[src/rtl/led_fade_driver.sv]
// rtl/led_fade_driver.sv - PWM comet-tail fade stage behind the shifting-LED generator
module led_fade_driver #(
    parameter int PWM_BITS = 4,
    parameter int FADE_DIV = 1024
) (
    input  logic       clki,
    input  logic       rs,
    input  logic [7:0] led_in,
    input  logic       fade_en,
    output logic [7:0] led_out,
    output logic       fading
);
    localparam int FCW = $clog2(FADE_DIV);
    localparam logic [FCW-1:0] FADE_LAST = FCW'(FADE_DIV - 1);
    localparam logic [PWM_BITS-1:0] LMAX = {PWM_BITS{1'b1}};

    logic [PWM_BITS-1:0]      pwm_cnt;
    logic [FCW-1:0]           fade_cnt;
    logic                     fade_tick;
    logic [7:0][PWM_BITS-1:0] level;
    logic [7:0][PWM_BITS-1:0] level_nxt;
    logic [7:0]               drive_nxt;
    logic                     fading_nxt;

    // A driven input always wins over the tick so a re-trigger never loses a step.
    always_comb begin
        level_nxt  = level;
        drive_nxt  = '0;
        fading_nxt = 1'b0;
        for (int i = 0; i < 8; i++) begin
            if (led_in[i]) begin
                level_nxt[i] = LMAX;
            end else if (!fade_en) begin
                level_nxt[i] = '0;
            end else if (fade_tick && (level[i] != '0)) begin
                level_nxt[i] = level[i] - PWM_BITS'(1);
            end
            drive_nxt[i] = (level[i] == LMAX) || (level[i] > pwm_cnt);
            fading_nxt   = fading_nxt | ((level[i] != '0) && !led_in[i]);
        end
    end

    always_ff @(posedge clki or posedge rs) begin
        if (rs) begin
            pwm_cnt   <= '0;
            fade_cnt  <= '0;
            fade_tick <= 1'b0;
            level     <= '0;
            led_out   <= '0;
            fading    <= 1'b0;
        end else begin
            pwm_cnt <= pwm_cnt + PWM_BITS'(1);
            if (fade_cnt == FADE_LAST) begin
                fade_cnt <= '0;
            end else begin
                fade_cnt <= fade_cnt + FCW'(1);
            end
            fade_tick <= (fade_cnt == FADE_LAST);
            level     <= level_nxt;
            led_out   <= drive_nxt;
            fading    <= fading_nxt;
        end
    end
endmodule

[config.mk]
export PLATFORM = sky130hd
export DESIGN_NAME = led_fade_driver
export DESIGN_NICKNAME = d
export VERILOG_FILES = /design/src/rtl/led_fade_driver.sv
export SDC_FILE = /design/constraint.sdc
export NUM_CORES = 1
export LEC_CHECK = 0
export BUFFER_PORTS_ARGS = -buffer_cell sky130_fd_sc_hd__buf_2
export CAP_MARGIN = 15
export CORE_MARGIN = 4
export CORE_UTILIZATION = 31
export CTS_CLUSTER_SIZE = 25
export DETAILED_ROUTE_END_ITERATION = 6
export SYNTH_ARGS = -nofsm -noshare
export SYNTH_HDL_FRONTEND = slang
export SYNTH_SLANG_ARGS = --single-unit
[constraint.sdc]
create_clock -name clki -period 3.4 [get_ports clki]
set_input_delay 0.34 -clock clki [delete_from_list [all_inputs] [get_ports clki]]
set_output_delay 0.34 -clock clki [all_outputs]
set_load 0.02 [all_outputs]
== Word level (Yosys, flattened, before mapping) ==
Index checks and enable logic that the tools add are counted.

* Input bits: 11
* Word-level logic and storage cells: 120
* Flip-flop bits (word level): 56
* Output and inout port bits: 9

* Reductions and logical operators: 40
* Order comparisons: 8
* Muxes and demuxes: 25
* Bitwise gates (word level): 7
* $add $sub $neg: 10
* Equality and inequality tests: 17

{| class="wikitable"
|+ Operators with widths
! operator !! number
|-
| two-way mux 4 bit || 24
|-
| == test 4 bit, second input constant || 8
|-
| > comparator 4 bit || 8
|-
| nonzero test 4 bit || 8
|-
| subtractor 4 x 1 -> 4 bit, second input constant || 8
|-
| inequality test 3 x 2 -> 1 bit, second input constant || 8
|-
| logical AND 1 bit || 16
|-
| adder 10 x 1 -> 10 bit, second input constant || 1
|-
| == test 10 bit, second input constant || 1
|-
| two-way mux 10 bit || 1
|-
| logical NOT 1 bit || 8
|-
| logical OR 1 bit || 8
|-
| OR 1 bit || 7
|-
| adder 4 x 1 -> 4 bit, second input constant || 1
|}

== Logic depth before layout (Yosys ltp) ==
Gate-level depths: netlist (run 1).

* Depth in word-level cells: 9
* Depth in mapped cells: 6

== Worst setup path before layout (run 1) ==
OpenSTA, ideal clock, no wires.

* Path kind: register to register
* Start point: register level[20] (netlist bit)
* End point: register fading
* Data arrival time: 1.509 ns
* Library setup time: 0.139 ns
* Setup slack: 1.753 ns
* Buffers on the path: 0
* Stages on the path, launching flop included: 6
* Cells stage by stage: dfrtp_1 -> inv_1 -> ha_1 -> nor3b_1 -> o22ai_1 -> or4_1

* Word-level cells in the longest chain between the ends: 5

{| class="wikitable"
|+ RTL lines
! item !! RTL line !! text
|-
| start: declaration || 20 || <nowiki>logic [7:0][PWM_BITS-1:0] level;</nowiki>
|-
| start signal: assignment || 59 || <nowiki>level <= level_nxt;</nowiki>
|-
| nonzero test 4 bit || 39 || <nowiki>fading_nxt = fading_nxt | ((level[i] != '0) && !led_in[i]);</nowiki>
|-
| logical AND 1 bit || 39 ||
|-
| OR 1 bit (3 in a row) || 39 ||
|-
| via fading_nxt || 23 || <nowiki>logic fading_nxt;</nowiki>
|-
| end signal: assignment || 61 || <nowiki>fading <= fading_nxt;</nowiki>
|-
| end: declaration || 11 || <nowiki>output logic fading</nowiki>
|}

The timed path passes the listed nets, and every way through them passes these cells.
A chain may end at the register's enable or synchronous reset.

== Worst setup path after layout (run 1) ==
Same ends and word-level chain as after synthesis.

==> reports/metrics.cfg, run 1 <==
[status]
status=complete, no violations

[sta]
period_share=0.5591
fin_ws_ns=1.499
finClkSkew_ns=0.005202
fin_hold_ws_ns=0.06819
final_hold_viol_count=0
setup_viol=0
max_freq_mhz=526.0
worst_pin_slew_ns=0.6974
rsz0062_at_grt=false
drv_slew=0
relSlewSlack=0.5350
period_needed_ns=1.901
fin_setup_tns_ns=0

[global_routing]
grt_usage=0.1099
globalRouteOverflowTotal=0
grt_max_degree=36
grt_pass1_wl_um=12110
antenna_found_initial=0
grt_pass1_vias=2593

[drt]
dr_total_vias=2519
wl_per_cell_um=13.20
ant_nets=0
vias_per_cell=4.844
drt_first_pass_iters=4
routed_wl_um=6864
drtIter0Drc=63
route.detailed.drc=0

[synth]
synth_top_family_by_area=adder cells
synthArstFlopShare=1.000
yosys-mux-area-fraction=0.01951
yosys.cell_types.count=29
synth.ff_latch_count=56
ys_warn_count=0
synth_compound_area_frac=0.1477
syn_area_sq_um=3591
synth_nets=425
postSynthCellCount=356
synth-simple-area-share=0.1505
ys_seq_area_frac=0.3902
synth_fa_ha_area_frac=0.2021
yosys.area.top_type_share=0.3902
synth_xor_area_frac=0.04146
synth_area_leaders=dfrtp_1 39%, ha_1 20%, a21o_1 9.6%
avgSynthCellArea_sq_um=10.09
synth_most_common_cell=ha_1
yosysTopAreaCell=dfrtp_1
synth-edff-count=0
synth_top_cells_by_count=58 x ha_1, 56 x dfrtp_1, 46 x a21o_1, 37 x inv_1
synth_ff_type=dfrtp_1

[worst_setup_path]
critPathRequiredTime_ns=3.56
worstReg2RegEnd=fading
r2r-start=level[20]
cp_slowest_cell=or4_1
cp_cell_sequence=inv_1 > ha_1 > nor3b_1 > o22ai_1 > or4_1
crit_type=reg2reg
critical_path.top_delay_family=simple AND/OR/NAND/NOR gates
cp.buffers_inverters=1
path_max_fanout=4
reg2reg_setup_slack_ns=1.50
cp-start-kind=flop
critPathCaptureType=flop
r2r_cells=5
slowest_delay_ns=0.53
arrival_ns=2.06

[cells_and_area]
seqCellArea_sq_um=1401
diodes=0
layout-drive-gt1-share=0.07692
postLayoutCellArea_sq_um=3986
layout.nets=445
fill_cells=1139
syn_to_final_growth_pct=11.01
utilization=0.3506
multiInputGateArea_sq_um=2016

[min_path]
hp-class=in2async

[clock_network]
htree_levels=2
cts-resized-gates=0
cts_tree=built
cts_made_buffers=5
clock_latency_ns=0.29
postCtsSetupRepairBufs=0
cts.sinks=56
path_clk_slew_ns=0.07
clockRootBuffer=clkbuf_16
clockBufferDepth=2
cts_hold_buf=0

[die]
fp.coreArea_sq_um=11370
rows=39
die_h_um=115.6
io_pins=20
die_w_um=115.6
start_util=0.3158
dieArea_sq_um=13370

[power_and_ir_drop]
powerDensity_nw_per_um2=363.0
leakage_uw=0.001961
vdd_drop_max_mv=0.2086

[placement]
gp_congestion=0.7886
post_dp_cell_area_sq_um=3837
dp_slack_ns=1.515
hpwlAfterDp_um=5062
port_buffers=19

[job]
maxCapViolations=0

==> report_power, final <==
group          internal, uW  switching (uW)  total (uW)
clock                   291             226         517
sequential              700            37.0         737
combinational          85.0             109         194
total                  1080             371        1450
==> worst register-to-register path, stage by stage (launching register included) <==
cell	delay, ns
dfrtp_1	0.42
inv_1	0.13
ha_1	0.17
nor3b_1	0.36
o22ai_1	0.16
or4_1	0.53
==> worst max-delay path by stage <==
stage / start / end / slack, ns / cells past startpoint
2_1_floorplan: rs / fade_cnt[0] / 1.69 / 1
3_3_place_gp: level[20] / fading / 1.53 / 5
3_5_place_dp: level[20] / fading / 1.52 / 5
4_1_cts: level[20] / fading / 1.49 / 5
5_1_grt: level[20] / fading / 1.36 / 5
6_report: level[20] / fading / 1.50 / 5
==> routing by layer <==
metal / wire (um) / part of all wire / vias up / global-route usage
met3: 179 / 0.026 / 6 / 0.02037
met1: 3255 / 0.47 / 1193 / 0.1423
met5: 0 / 0 / - / 0
li1: - / - / 1295 / -
met2: 3358 / 0.49 / 25 / 0.1917
met4: 71 / 0.010 / 0 / 0.02475
==> metrics by stage <==
| stage | cells | total power, uW |
|---|---|---|
| CTS | 520 | 1482 |
| detailed placement | 512 | 947.3 |
| global placement | 512 | 935.7 |
| floorplan | 356 | 883.9 |
| global route | 520 | 1535 |
| finish | 520 | 1447 |
==> cell usage in the layout (no fill, tap or decap), types with 6 or more instances in the layout <==
cell / n
xor2_1: 6
inv_1: 36
xnor2_1: 11
o22ai_1: 20
buf_2: 19
mux2i_1: 7
ha_1: 58
nand3_1: 22
or4b_1: 8
dfrtp_1: 56
nor2_1: 7
nor3_1: 15
a21o_1: 46
nor3b_1: 8
a21oi_1: 8
nand2_1: 22
==> logic make-up (layout without fill, tap and decap cells) <==
group,Yosys count,after routing
multiplexers,7,7
XOR/XNOR,17,17
adder cells (fa/ha/maj),58,58
AND/OR/NAND/NOR,97,97
AO/OA/AOI/OAI,77,77
flip-flops,56,56
buffers and inverters,44,65
==> sequential cells by signal, indices dropped and copies added, names as in the netlist <==
name / flops
fade_cnt: 10
fade_tick: 1
fading: 1
led_out: 8
level: 32
pwm_cnt: 4
==> cell type report <==
type | instances | share of cell area
well taps | 143 | 0.04488
repair buffers | 20 | 0.02574
clock buffers | 6 | 0.03484
inverters | 37 | 0.03484
multi-input cells | 256 | 0.5056
flip-flops and latches | 56 | 0.3515
clock inverters | 2 | 0.002511
Note: power is estimated with default switching activity, not from simulation.
==> run 2, diff against run 1 <==
==> constraint.sdc (replaced) <==
create_clock -name clki -period 1.9 [get_ports clki]
set_input_delay 0.19 -clock clki [delete_from_list [all_inputs] [get_ports clki]]
set_output_delay 0.19 -clock clki [all_outputs]
set_load 0.02 [all_outputs]
==> run 2 against run 1 <==
  * Sequential share of layout area shrank 0.60 points
  * Clock power grew 80%
  * First-iteration DRC count shrank 14%
  * Hold slack gained 0.074 ns
  * Global-route usage grew 1.2 points
  * Via count grew 2.3%
  * Die area is the same
  * Largest power group unchanged
  * Sequential power grew 79%
  * Core utilization grew 0.61 points
  * Critical endpoint unchanged
==> reports/metrics.cfg, run 2 (same netlist as run 1, synthesis figures left out) <==
[sta]
drv_slew=0  ; unchanged
setup_viol=0  ; unchanged
final_hold_viol_count=0  ; unchanged
period_needed_ns=1.809  ; -0.09192 ns
worst_pin_slew_ns=0.6189  ; -0.07850 ns
rsz0062_at_grt=false
max_freq_mhz=552.8  ; +5.1%
fin_setup_tns_ns=0  ; unchanged
period_share=0.9522  ; +0.3930
fin_ws_ns=0.09091  ; -1.408 ns
relSlewSlack=0.5874  ; +0.05234
finClkSkew_ns=0.007077  ; +0.001875 ns

[clock_network]
cts.sinks=56  ; unchanged
htree_levels=2  ; unchanged
clockBufferDepth=2  ; unchanged
cts_tree=built
clock_latency_ns=0.30  ; about the same
path_clk_slew_ns=0.07  ; about the same
clockRootBuffer=clkbuf_16
cts_made_buffers=5  ; unchanged

[drt]
drt_first_pass_iters=4  ; unchanged
wl_per_cell_um=13.72  ; +3.9%
ant_nets=0  ; unchanged
dr_total_vias=2578  ; +2.3%
vias_per_cell=4.910  ; +1.4%
routed_wl_um=7202  ; +4.9%
route.detailed.drc=0  ; unchanged
drtIter0Drc=54  ; -14%

[cells_and_area]
mostFrequentLayoutCell=ha_1
top_regs=level x32, fade_cnt x10, led_out x8
syn_to_final_growth_pct=12.93
layout-drive-gt1-share=0.09424  ; +0.01732
diodes=0  ; unchanged
final_cell_mix=58 x ha_1, 56 x dfrtp_1, 46 x a21o_1
fill_cells=1123  ; -1.4%
largest_reg_flops=32  ; unchanged
layout.nets=450  ; +1.1%
postLayoutCellArea_sq_um=4055  ; +1.7%
largest_register=level

[min_path]
hold_path_end=level[12]
hold_start=led_in[3]
hp-class=in2reg
holdPathStages=2

[worst_setup_path]
worstReg2RegEnd=fading
path_max_fanout=4  ; unchanged
crit_type=reg2reg
r2r-start=level[24]
r2r_cells=5  ; unchanged
arrival_ns=1.98  ; -0.08 ns
critPathRequiredTime_ns=2.07  ; -1.49 ns
cp-start-kind=flop
reg2reg_setup_slack_ns=0.09  ; -1.41 ns
critPathCaptureType=flop

[die]
die_h_um=115.6  ; unchanged
die_w_um=115.6  ; unchanged
dieArea_sq_um=13370  ; unchanged
rows=39  ; unchanged
start_util=0.3158  ; unchanged
io_pins=20  ; unchanged
fp.coreArea_sq_um=11370  ; unchanged

[global_routing]
grt_pass1_vias=2875  ; +11%
globalRouteOverflowTotal=0  ; unchanged
grt_max_degree=34  ; -5.6%
grt_usage=0.1223  ; +0.01236
antenna_found_initial=0  ; unchanged
grt_pass1_wl_um=13250  ; +9.5%

[power_and_ir_drop]
leakage_uw=0.001983  ; +1.1%
vdd_drop_max_mv=0.3612  ; +73%
powerDensity_nw_per_um2=642.2  ; +77%

[job]
maxCapViolations=0  ; unchanged

[placement]
gp_congestion=0.7861  ; -0.32%
port_buffers=19  ; unchanged
dp_slack_ns=0.08835  ; -1.427 ns
post_dp_cell_area_sq_um=3880  ; +1.1%
hpwlAfterDp_um=5307  ; +4.8%

[status]
status=complete, no violations

## run 2: worst max-delay path, stage by stage (launching register included)
cell and delay (ns):
dfrtp_1 0.42, inv_1 0.13, ha_1 0.18, nor3b_1 0.31, o22ai_1 0.16, or4_1 0.48
## run 2: worst max-delay path by stage
| stage | startpoint | to | slack (ns) |
|---|---|---|---|
| after floorplan | level[20] | fading | 0.25 |
| after global placement | level[8] | fading | 0.15 |
| after detailed placement | level[8] | fading | 0.09 |
| after CTS | level[8] | fading | 0.07 |
| after global routing | level[24] | fading | 0.006 |
| final | level[24] | fading | 0.09 |
## run 2: final cells by class
cell class | instances | area, sq um | share of cell area
clock buffers | 6 | 128.9 | 0.03178
well taps | 143 | 178.9 | 0.04412
repair buffers | 25 | 155.1 | 0.03826
clock inverters | 2 | 16.27 | 0.004011
flip-flops and latches | 56 | 1401 | 0.3456
multi-input cells | 256 | 2036 | 0.5020
inverters | 37 | 138.9 | 0.03425
## run 2: metrics by stage
stage	hold WS, ns	total power, uW	cells	utilization
floorplan	0.2823	1582	356	-
global placement	0.2725	1678	516	0.3413
detailed placement	0.2688	1697	516	0.3413
CTS	0.1326	2661	525	0.3549
global route	0.1424	2765	525	0.3567
finish	0.1424	2604	525	0.3567
## run 2: timing repair
item,4_1_cts,5_1_grt
hold buffers,1,0
endpoints found under the setup margin,0,1
gates resized for setup,0,4
buffers inserted,0,0
hold endpoints to repair,23,0
## run 2: report_power, final
group	switching (uW)	internal, uW
combinational	197	156
sequential	66.2	1250
clock	440	493
## run 2: layer usage
metal / track usage / share of wire / vias up
met3: 0.02872 / 0.030 / 10
met5: 0 / 0 / -
li1: - / - / 1315
met4: 0.04099 / 0.015 / 0
met2: 0.2191 / 0.50 / 23
met1: 0.1439 / 0.45 / 1230
